File: config.mk
export PLATFORM = sky130hd
export DESIGN_NAME = mips_mc_control
export DESIGN_NICKNAME = d
export VERILOG_FILES = /design/src/rtl/mips_mc_control_pkg.sv /design/src/rtl/mips_mc_control_alu_op_decode.sv /design/src/rtl/mips_mc_control.sv
export SDC_FILE = /design/constraint.sdc
export NUM_CORES = 1
export LEC_CHECK = 0
export CAP_MARGIN = 10
export CORE_MARGIN = 4
export CORE_UTILIZATION = 45
export DETAILED_ROUTE_END_ITERATION = 8
export GPL_ROUTABILITY_DRIVEN = 0
export PLACE_DENSITY = 0.94
export SYNTH_ARGS = -nofsm -noshare
export SYNTH_HDL_FRONTEND = slang
export SYNTH_SLANG_ARGS = --single-unit
File: constraint.sdc
create_clock -name CLK -period 4.8 [get_ports CLK]
set_clock_uncertainty 0.2 [all_clocks]
set_input_delay 0.48 -clock CLK [delete_from_list [all_inputs] [get_ports CLK]]
set_output_delay 0.48 -clock CLK [all_outputs]
set_load 0.05 [all_outputs]
File: src/rtl/mips_mc_control_pkg.sv
// Shared constants, state encoding and decode helpers for the multi-cycle MIPS control FSM.
package mips_mc_control_pkg;

    localparam logic [5:0] OP_RTYPE = 6'h00;
    localparam logic [5:0] OP_J     = 6'h02;
    localparam logic [5:0] OP_BEQ   = 6'h04;
    localparam logic [5:0] OP_BNE   = 6'h05;
    localparam logic [5:0] OP_ADDI  = 6'h08;
    localparam logic [5:0] OP_ADDIU = 6'h09;
    localparam logic [5:0] OP_SLTI  = 6'h0A;
    localparam logic [5:0] OP_ANDI  = 6'h0C;
    localparam logic [5:0] OP_ORI   = 6'h0D;
    localparam logic [5:0] OP_XORI  = 6'h0E;
    localparam logic [5:0] OP_LW    = 6'h23;
    localparam logic [5:0] OP_SW    = 6'h2B;

    localparam logic [5:0] F_SLL  = 6'h00;
    localparam logic [5:0] F_ADD  = 6'h20;
    localparam logic [5:0] F_ADDU = 6'h21;
    localparam logic [5:0] F_SUB  = 6'h22;
    localparam logic [5:0] F_SUBU = 6'h23;
    localparam logic [5:0] F_AND  = 6'h24;
    localparam logic [5:0] F_OR   = 6'h25;
    localparam logic [5:0] F_XOR  = 6'h26;
    localparam logic [5:0] F_NOR  = 6'h27;
    localparam logic [5:0] F_SLT  = 6'h2A;

    localparam logic [2:0] ALU_AND = 3'd0;
    localparam logic [2:0] ALU_OR  = 3'd1;
    localparam logic [2:0] ALU_XOR = 3'd2;
    localparam logic [2:0] ALU_NOR = 3'd3;
    localparam logic [2:0] ALU_ADD = 3'd4;
    localparam logic [2:0] ALU_SUB = 3'd5;
    localparam logic [2:0] ALU_SLT = 3'd6;
    localparam logic [2:0] ALU_SLL = 3'd7;

    localparam logic [1:0] PCS_ALU    = 2'd0;
    localparam logic [1:0] PCS_ALUOUT = 2'd1;
    localparam logic [1:0] PCS_JUMP   = 2'd2;

    localparam logic [1:0] SRCB_RT   = 2'd0;
    localparam logic [1:0] SRCB_FOUR = 2'd1;
    localparam logic [1:0] SRCB_IMM  = 2'd2;
    localparam logic [1:0] SRCB_BR   = 2'd3;

    typedef enum logic [3:0] {
        ST_FETCH   = 4'd0,
        ST_DECODE  = 4'd1,
        ST_EXEC_R  = 4'd2,
        ST_EXEC_I  = 4'd3,
        ST_WB_R    = 4'd4,
        ST_WB_I    = 4'd5,
        ST_ADDR    = 4'd6,
        ST_MEM_RD  = 4'd7,
        ST_MEM_WR  = 4'd8,
        ST_MEM_WB  = 4'd9,
        ST_BRANCH  = 4'd10,
        ST_JUMP    = 4'd11,
        ST_ILLEGAL = 4'd12
    } state_t;

    typedef enum logic [1:0] {
        CLS_ADD = 2'd0,
        CLS_SUB = 2'd1,
        CLS_R   = 2'd2,
        CLS_I   = 2'd3
    } alu_cls_t;

    function automatic logic funct_legal(input logic [5:0] funct);
        case (funct)
            F_SLL, F_ADD, F_ADDU, F_SUB, F_SUBU,
            F_AND, F_OR, F_XOR, F_NOR, F_SLT: return 1'b1;
            default:                          return 1'b0;
        endcase
    endfunction

    function automatic state_t decode_next(input logic [5:0] opcode, input logic [5:0] funct);
        case (opcode)
            OP_RTYPE:                       return funct_legal(funct) ? ST_EXEC_R : ST_ILLEGAL;
            OP_ADDI, OP_ADDIU, OP_SLTI,
            OP_ANDI, OP_ORI, OP_XORI:       return ST_EXEC_I;
            OP_LW, OP_SW:                   return ST_ADDR;
            OP_BEQ, OP_BNE:                 return ST_BRANCH;
            OP_J:                           return ST_JUMP;
            default:                        return ST_ILLEGAL;
        endcase
    endfunction

endpackage

File: src/rtl/mips_mc_control_alu_op_decode.sv
// Maps the FSM's ALU usage class plus OPCODE/FUNCT onto the 3-bit ALU operation code.
module mips_mc_control_alu_op_decode
    import mips_mc_control_pkg::*;
(
    input  alu_cls_t   cls,
    input  logic [5:0] opcode,
    input  logic [5:0] funct,
    output logic [2:0] alu_op
);

    always_comb begin
        alu_op = ALU_ADD;
        case (cls)
            CLS_SUB: alu_op = ALU_SUB;
            CLS_R: begin
                case (funct)
                    F_SUB, F_SUBU: alu_op = ALU_SUB;
                    F_AND:         alu_op = ALU_AND;
                    F_OR:          alu_op = ALU_OR;
                    F_XOR:         alu_op = ALU_XOR;
                    F_NOR:         alu_op = ALU_NOR;
                    F_SLT:         alu_op = ALU_SLT;
                    F_SLL:         alu_op = ALU_SLL;
                    default:       alu_op = ALU_ADD;
                endcase
            end
            CLS_I: begin
                case (opcode)
                    OP_SLTI: alu_op = ALU_SLT;
                    OP_ANDI: alu_op = ALU_AND;
                    OP_ORI:  alu_op = ALU_OR;
                    OP_XORI: alu_op = ALU_XOR;
                    default: alu_op = ALU_ADD;
                endcase
            end
            default: alu_op = ALU_ADD;
        endcase
    end

endmodule

File: src/rtl/mips_mc_control.sv
// Multi-cycle MIPS control FSM driving ALU selects, memory and register-file strobes.
// Defining OVF_TRAP_EN turns signed add overflow into an exception in writeback.
module mips_mc_control
    import mips_mc_control_pkg::*;
#(
    parameter logic [1:0] EXC_VEC_SEL = 2'd3
) (
    input  logic       CLK,
    input  logic       RST_N,
    input  logic [5:0] OPCODE,
    input  logic [5:0] FUNCT,
    input  logic       ZF,
    input  logic       OF,
    input  logic       MEM_READY,
    output logic [2:0] ALU_OP,
    output logic       ALU_SRC_A,
    output logic [1:0] ALU_SRC_B,
    output logic       IORD,
    output logic       MEM_READ,
    output logic       MEM_WRITE,
    output logic       IR_WRITE,
    output logic       PC_WRITE,
    output logic       REG_WRITE,
    output logic       REG_DST,
    output logic       MEM_TO_REG,
    output logic [1:0] PC_SRC,
    output logic       EXC,
    output logic       EXC_CAUSE,
    output logic [3:0] STATE
);

    state_t   state;
    alu_cls_t alu_cls;
    logic     trap;

    always_ff @(posedge CLK or negedge RST_N) begin
        if (!RST_N) begin
            state <= ST_FETCH;
        end else begin
            case (state)
                ST_FETCH:  if (MEM_READY) state <= ST_DECODE;
                ST_DECODE: state <= decode_next(OPCODE, FUNCT);
                ST_EXEC_R: state <= ST_WB_R;
                ST_EXEC_I: state <= ST_WB_I;
                ST_ADDR:   state <= (OPCODE == OP_SW) ? ST_MEM_WR : ST_MEM_RD;
                ST_MEM_RD: if (MEM_READY) state <= ST_MEM_WB;
                ST_MEM_WR: if (MEM_READY) state <= ST_FETCH;
                default:   state <= ST_FETCH;
            endcase
        end
    end

`ifdef OVF_TRAP_EN
    logic ovf_q;

    // Only signed add/sub (R) and addi can trap; unsigned forms never do.
    always_ff @(posedge CLK or negedge RST_N) begin
        if (!RST_N)
            ovf_q <= 1'b0;
        else if (state == ST_EXEC_R)
            ovf_q <= OF & ((FUNCT == F_ADD) || (FUNCT == F_SUB));
        else if (state == ST_EXEC_I)
            ovf_q <= OF & (OPCODE == OP_ADDI);
    end

    assign trap = ovf_q;
`else
    logic unused_of;

    assign unused_of = OF;
    assign trap      = 1'b0;
`endif

    assign STATE = state;

    always_comb begin
        alu_cls = CLS_ADD;
        case (state)
            ST_EXEC_R: alu_cls = CLS_R;
            ST_EXEC_I: alu_cls = CLS_I;
            ST_BRANCH: alu_cls = CLS_SUB;
            default:   alu_cls = CLS_ADD;
        endcase
    end

    mips_mc_control_alu_op_decode u_alu_op_decode (
        .cls    (alu_cls),
        .opcode (OPCODE),
        .funct  (FUNCT),
        .alu_op (ALU_OP)
    );

    // Strobes are forced idle while reset is asserted, independent of MEM_READY.
    always_comb begin
        ALU_SRC_A  = 1'b0;
        ALU_SRC_B  = SRCB_RT;
        IORD       = 1'b0;
        MEM_READ   = 1'b0;
        MEM_WRITE  = 1'b0;
        IR_WRITE   = 1'b0;
        PC_WRITE   = 1'b0;
        REG_WRITE  = 1'b0;
        REG_DST    = 1'b0;
        MEM_TO_REG = 1'b0;
        PC_SRC     = PCS_ALU;
        EXC        = 1'b0;
        EXC_CAUSE  = 1'b0;
        if (RST_N) begin
            case (state)
                ST_FETCH: begin
                    MEM_READ  = 1'b1;
                    ALU_SRC_B = SRCB_FOUR;
                    IR_WRITE  = MEM_READY;
                    PC_WRITE  = MEM_READY;
                end
                ST_DECODE: ALU_SRC_B = SRCB_BR;
                ST_EXEC_R: ALU_SRC_A = 1'b1;
                ST_EXEC_I, ST_ADDR: begin
                    ALU_SRC_A = 1'b1;
                    ALU_SRC_B = SRCB_IMM;
                end
                ST_WB_R, ST_WB_I: begin
                    REG_DST = (state == ST_WB_R);
                    if (trap) begin
                        EXC       = 1'b1;
                        EXC_CAUSE = 1'b1;
                        PC_SRC    = EXC_VEC_SEL;
                        PC_WRITE  = 1'b1;
                    end else begin
                        REG_WRITE = 1'b1;
                    end
                end
                ST_MEM_RD: begin
                    MEM_READ = 1'b1;
                    IORD     = 1'b1;
                end
                ST_MEM_WR: begin
                    MEM_WRITE = 1'b1;
                    IORD      = 1'b1;
                end
                ST_MEM_WB: begin
                    REG_WRITE  = 1'b1;
                    MEM_TO_REG = 1'b1;
                end
                ST_BRANCH: begin
                    ALU_SRC_A = 1'b1;
                    PC_SRC    = PCS_ALUOUT;
                    PC_WRITE  = (OPCODE == OP_BEQ) ? ZF : ~ZF;
                end
                ST_JUMP: begin
                    PC_SRC   = PCS_JUMP;
                    PC_WRITE = 1'b1;
                end
                ST_ILLEGAL: begin
                    EXC      = 1'b1;
                    PC_SRC   = EXC_VEC_SEL;
                    PC_WRITE = 1'b1;
                end
                default: ;
            endcase
        end
    end

endmodule
==> results by stage <==
Final layout:
- The final design area excluding fillers is between 0.001 and 0.0015 mm^2.
- The area overhead of the layout relative to synthesis is 38.9%.
- Of the cells placed in the final design, the portion with a size suffix greater than 1 is 0.0903.
- The number of antenna diodes in the final layout is 0.
- The sequential cells in the finished layout cover a total of 100 um^2.
- The number of nets in the final layout is ~170.
- The number of filler cells placed in the layout is roughly 160.
- The register with the most flip-flops in the layout has 4 of them.
- Leaving out filler cells and counting taps, the final layout contains 180.
- The area used by multi-input combinational logic is roughly 690 um^2.

Clock tree:
- Clock tree synthesis selected as its root buffer the cell clkbuf_4.
- After clock tree synthesis, the repair step resized 0 gates.
- After clock tree synthesis, the clock-pin slew on the worst setup and hold paths is roughly 40 ps.
- The maximum clock insertion buffer count is 2.
- The number of hold buffers added after CTS is 0.
- The number of sinks handled by clock tree synthesis is 4.
- TritonCTS created 3 clock buffers.
- In this run the number of H-tree levels came out at 1.
- Clock latency on the worst-skew pair, taken at its later pin, is 250 ps.
- The number of setup buffers added after CTS is 0.
- TritonCTS built the clock tree.

Place:
- The number of buffers inserted by port buffering is 36.
- After detailed placement, the total cell area comes to 0.00119 mm^2.
- After legalization and detailed placement, the total HPWL measured 2.02 mm.
- The worst setup slack before clock tree synthesis is 1430 ps.
- The number of placed instances, taps included, is about 180.

Detailed routing:
- In the final routed layout, each cell accounts on average for between 10 and 15 um.
- The number of nets with antenna violations after routing is 0.
- After the first detailed-routing iteration, the DRC count stood at 21.
- The wire length reported by the detailed router is between 2 and 3 mm.
- After detailed routing, the number of vias per cell comes to a little under 6.
- The via count of the routed design is around 1100.
- The number of search-and-repair iterations in the first detailed-routing pass is 4.
- The post-detailed-route DRC marker count is 0.

Worst setup path:
- The critical path goes through clkdlybuf4s50_1, nor2_2, nor4b_2, nand2_1, xor2_1, a22o_1, clkdlybuf4s50_1.
- The worst path arrival time is 2700 ps.
- The biggest fanout along the worst timing path is 6.
- Data on the critical path is required at its endpoint by between 4000 and 5000 ps.
- The worst setup path is of the input port to output pin kind.
- The endpoint type of the worst setup path is an output pin.
- The cell that appears most often on the critical path is clkdlybuf4s50_1.
- The nature of the critical path startpoint is an input port.
- The largest single stage delay on the critical path is ~800 ps.
- The most critical setup path has its startpoint at OPCODE[4].
- The slowest stage of the critical path belongs to the cell clkdlybuf4s50_1.
- The launching point of the worst reg2reg path is STATE[0].

Timing:
- Setup violations remaining at the end of the flow were counted as 0.
- The achievable frequency is between 200 and 300 MHz.
- The worst path meets setup with approximately 1400 ps of slack.
- The sum of negative setup slack is 0 ps.
- For the pin with the worst max-slew slack, the measured transition is between 800 and 900 ps.
- Setup repair after global routing left no endpoint under its margin.
- The hold violation total from the final report came to 0.
- The worst pin sits at a relative slew slack of 0.455.
- The max-slew violation total from the final report is 0.
- The smallest clock period supported by the final layout is computed as 3380 ps.
- In the finished design, the share of the clock period the worst path needs comes to 0.704.

Floorplan:
- The core region is about 0.0018 mm^2.
- The floorplan step set the die width to between 50 and 60 um.
- The die area is around 0.0027 mm^2.
- The number of ports placed on the die boundary is 39.
- For this configuration, the core starts out at a cell density of 0.489.
- The die is around 52 um tall.
- The floorplan has 15 rows.

Yosys:
- The area share of the largest cell type after synthesis is 0.115.
- The unique cell type count in the Yosys netlist is between 50 and 60.
- The number of flops mapped to enable cells by yosys is 0.
- The synthesized netlist occupies a cell area of 872 um^2.
- Synthesis inferred 4 register bits.
- The average footprint of a synthesized cell is about 6.8 um^2.
- The most instantiated library cell after synthesis is nor2_1.
- The cell type with the highest aggregate area in the netlist is dfrtp_1.
- Ranked by total cell area, the synthesized netlist is headed by dfrtp_1 (11%), nor2_1 (7.7%), a21oi_1 (5.7%), nand2_1 (5.6%), buf_2 (4.6%).
- During synthesis, Yosys emitted a total of 0 warnings.
- The main flop type after synthesis is dfrtp_1.
- The share of synthesized flip-flops with an asynchronous set or reset is 1.00.
- The portion of the post-synthesis area used by sequential elements is 0.115.
- In the synthesized netlist, the cells that appear most often are nor2_1 (18), nand2_1 (13), a21oi_1 (10), buf_2 (8), nor3_1 (7).
- The net count after synthesis is around 150.
- Counting every instance in the synthesized netlist gives approximately 130.

Pwr:
- The worst IR drop on VDD is roughly 0.34 mV.
- Of the total power, combinational logic draws 0.714.
- In this run the static leakage power is 0.458 nW.
- The share of total power dissipated in sequential elements is 0.206.
- The total power divided by cell area is about 450 mW/mm^2.
- The completed layout was analyzed and its total power is about 0.55 mW.
- The share of total power dissipated in the clock network is 0.080.
- The switching power is ~0.33 mW.
- The internal power consumption is roughly 0.22 mW.
- Of the total power, the share spent switching nets is 0.593.

GRT:
- Across every metal layer, demand over resource in global routing totals 0.212.
- The maximum number of pins on one net before global-route repair is 27.
- The first global-routing pass estimated 4.28 mm of wire.
- The number of global-route vias before repair is 1000.
- The total congestion overflow after global routing is 0.
- The number of antenna violations at the first check in global routing is 0.

Min path:
- The worst min-delay path class is input port to asynchronous set/reset pin.

Run status:
- The run finished with clean final reports.

Run:
- The number of violations of the max-capacitance limit is 0.
[per-stage QoR]
step | hold slack (ps) | utilization
3_3_place_gp | 607 | 0.667
5_1_grt | 381 | 0.679
2_1_floorplan | -15.6 | -
6_report | 352 | 0.679
3_5_place_dp | 616 | 0.667
4_1_cts | 350 | 0.679
[power by group through the flow]
stage	clock [mW]	combinational, mW	sequential, mW
final	0.0441	0.393	0.113
after global routing	0.0510	0.414	0.120
after CTS	0.0461	0.393	0.111
after detailed placement	0	0.391	0.113
after global placement	0	0.379	0.110
after floorplan	0	0.300	0.102
[cell usage in the layout, fill, tap and decap left out, types with 3 or more instances in the layout]
| cell type | netlist | layout |
|---|---|---|
| clkbuf_4 | 0 | 3 |
| nand2_1 | 13 | 13 |
| o21ai_0 | 6 | 6 |
| nor2_1 | 18 | 18 |
| dfrtp_1 | 4 | 4 |
| and3_1 | 3 | 3 |
| nor3_1 | 7 | 7 |
| a21oi_1 | 10 | 10 |
| nand3_1 | 4 | 4 |
| clkdlybuf4s50_1 | 0 | 36 |
[path summary, 6_finish.rpt]
kind / endpoint / slack (ps) / cells after the start
max reg2reg: STATE[3] / 2590 / 4
min reg2reg: STATE[0] / 700 / 2
max in group asynchronous: STATE[1] / 3730 / 1
min in group CLK: STATE[0] / 700 / 2
min: STATE[3] / 350 / 1
max: PC_WRITE / 1420 / 7
[routing by layer]
| metal | vias up | share of wire | GRT usage |
|---|---|---|---|
| met3 | 10 | 0.067 | 0.0573 |
| met5 | - | 0 | 0 |
| met2 | 47 | 0.49 | 0.345 |
| met4 | 0 | 0.036 | 0.157 |
| li1 | 521 | - | - |
| met1 | 488 | 0.40 | 0.232 |
[layout make-up]
type | count | area share
multi-input combinational | 109 | 0.566
inverter | 3 | 0.00930
sequential | 4 | 0.0826
tap | 25 | 0.0258
timing repair buffer | 36 | 0.298
clock buffer | 3 | 0.0186
[critical path: cells and delay by family]
family                    cells  cell delay (ps)
AOI/OAI and AO/OA             1              150
xor gates and xnor gates      1              150
buffers and inverters         2             1350
and+or+nand+nor               3              580
[logic make-up (layout without fill, tap and decap cells)]
logic type | count (synthesis) | after routing | synth area share
XOR/XNOR | 2 | 2 | 0.0201
adder cells (fa/ha/maj) | 1 | 1 | 0.0115
flip-flops | 4 | 4 | 0.115
multiplexers | 2 | 2 | 0.0230
buffers and inverters | 15 | 42 | 0.0990
other | 1 | 1 | 0.00430
AND/OR/NAND/NOR | 66 | 66 | 0.417
AO/OA/AOI/OAI | 37 | 37 | 0.310
Power figures use the tool's default switching activity.
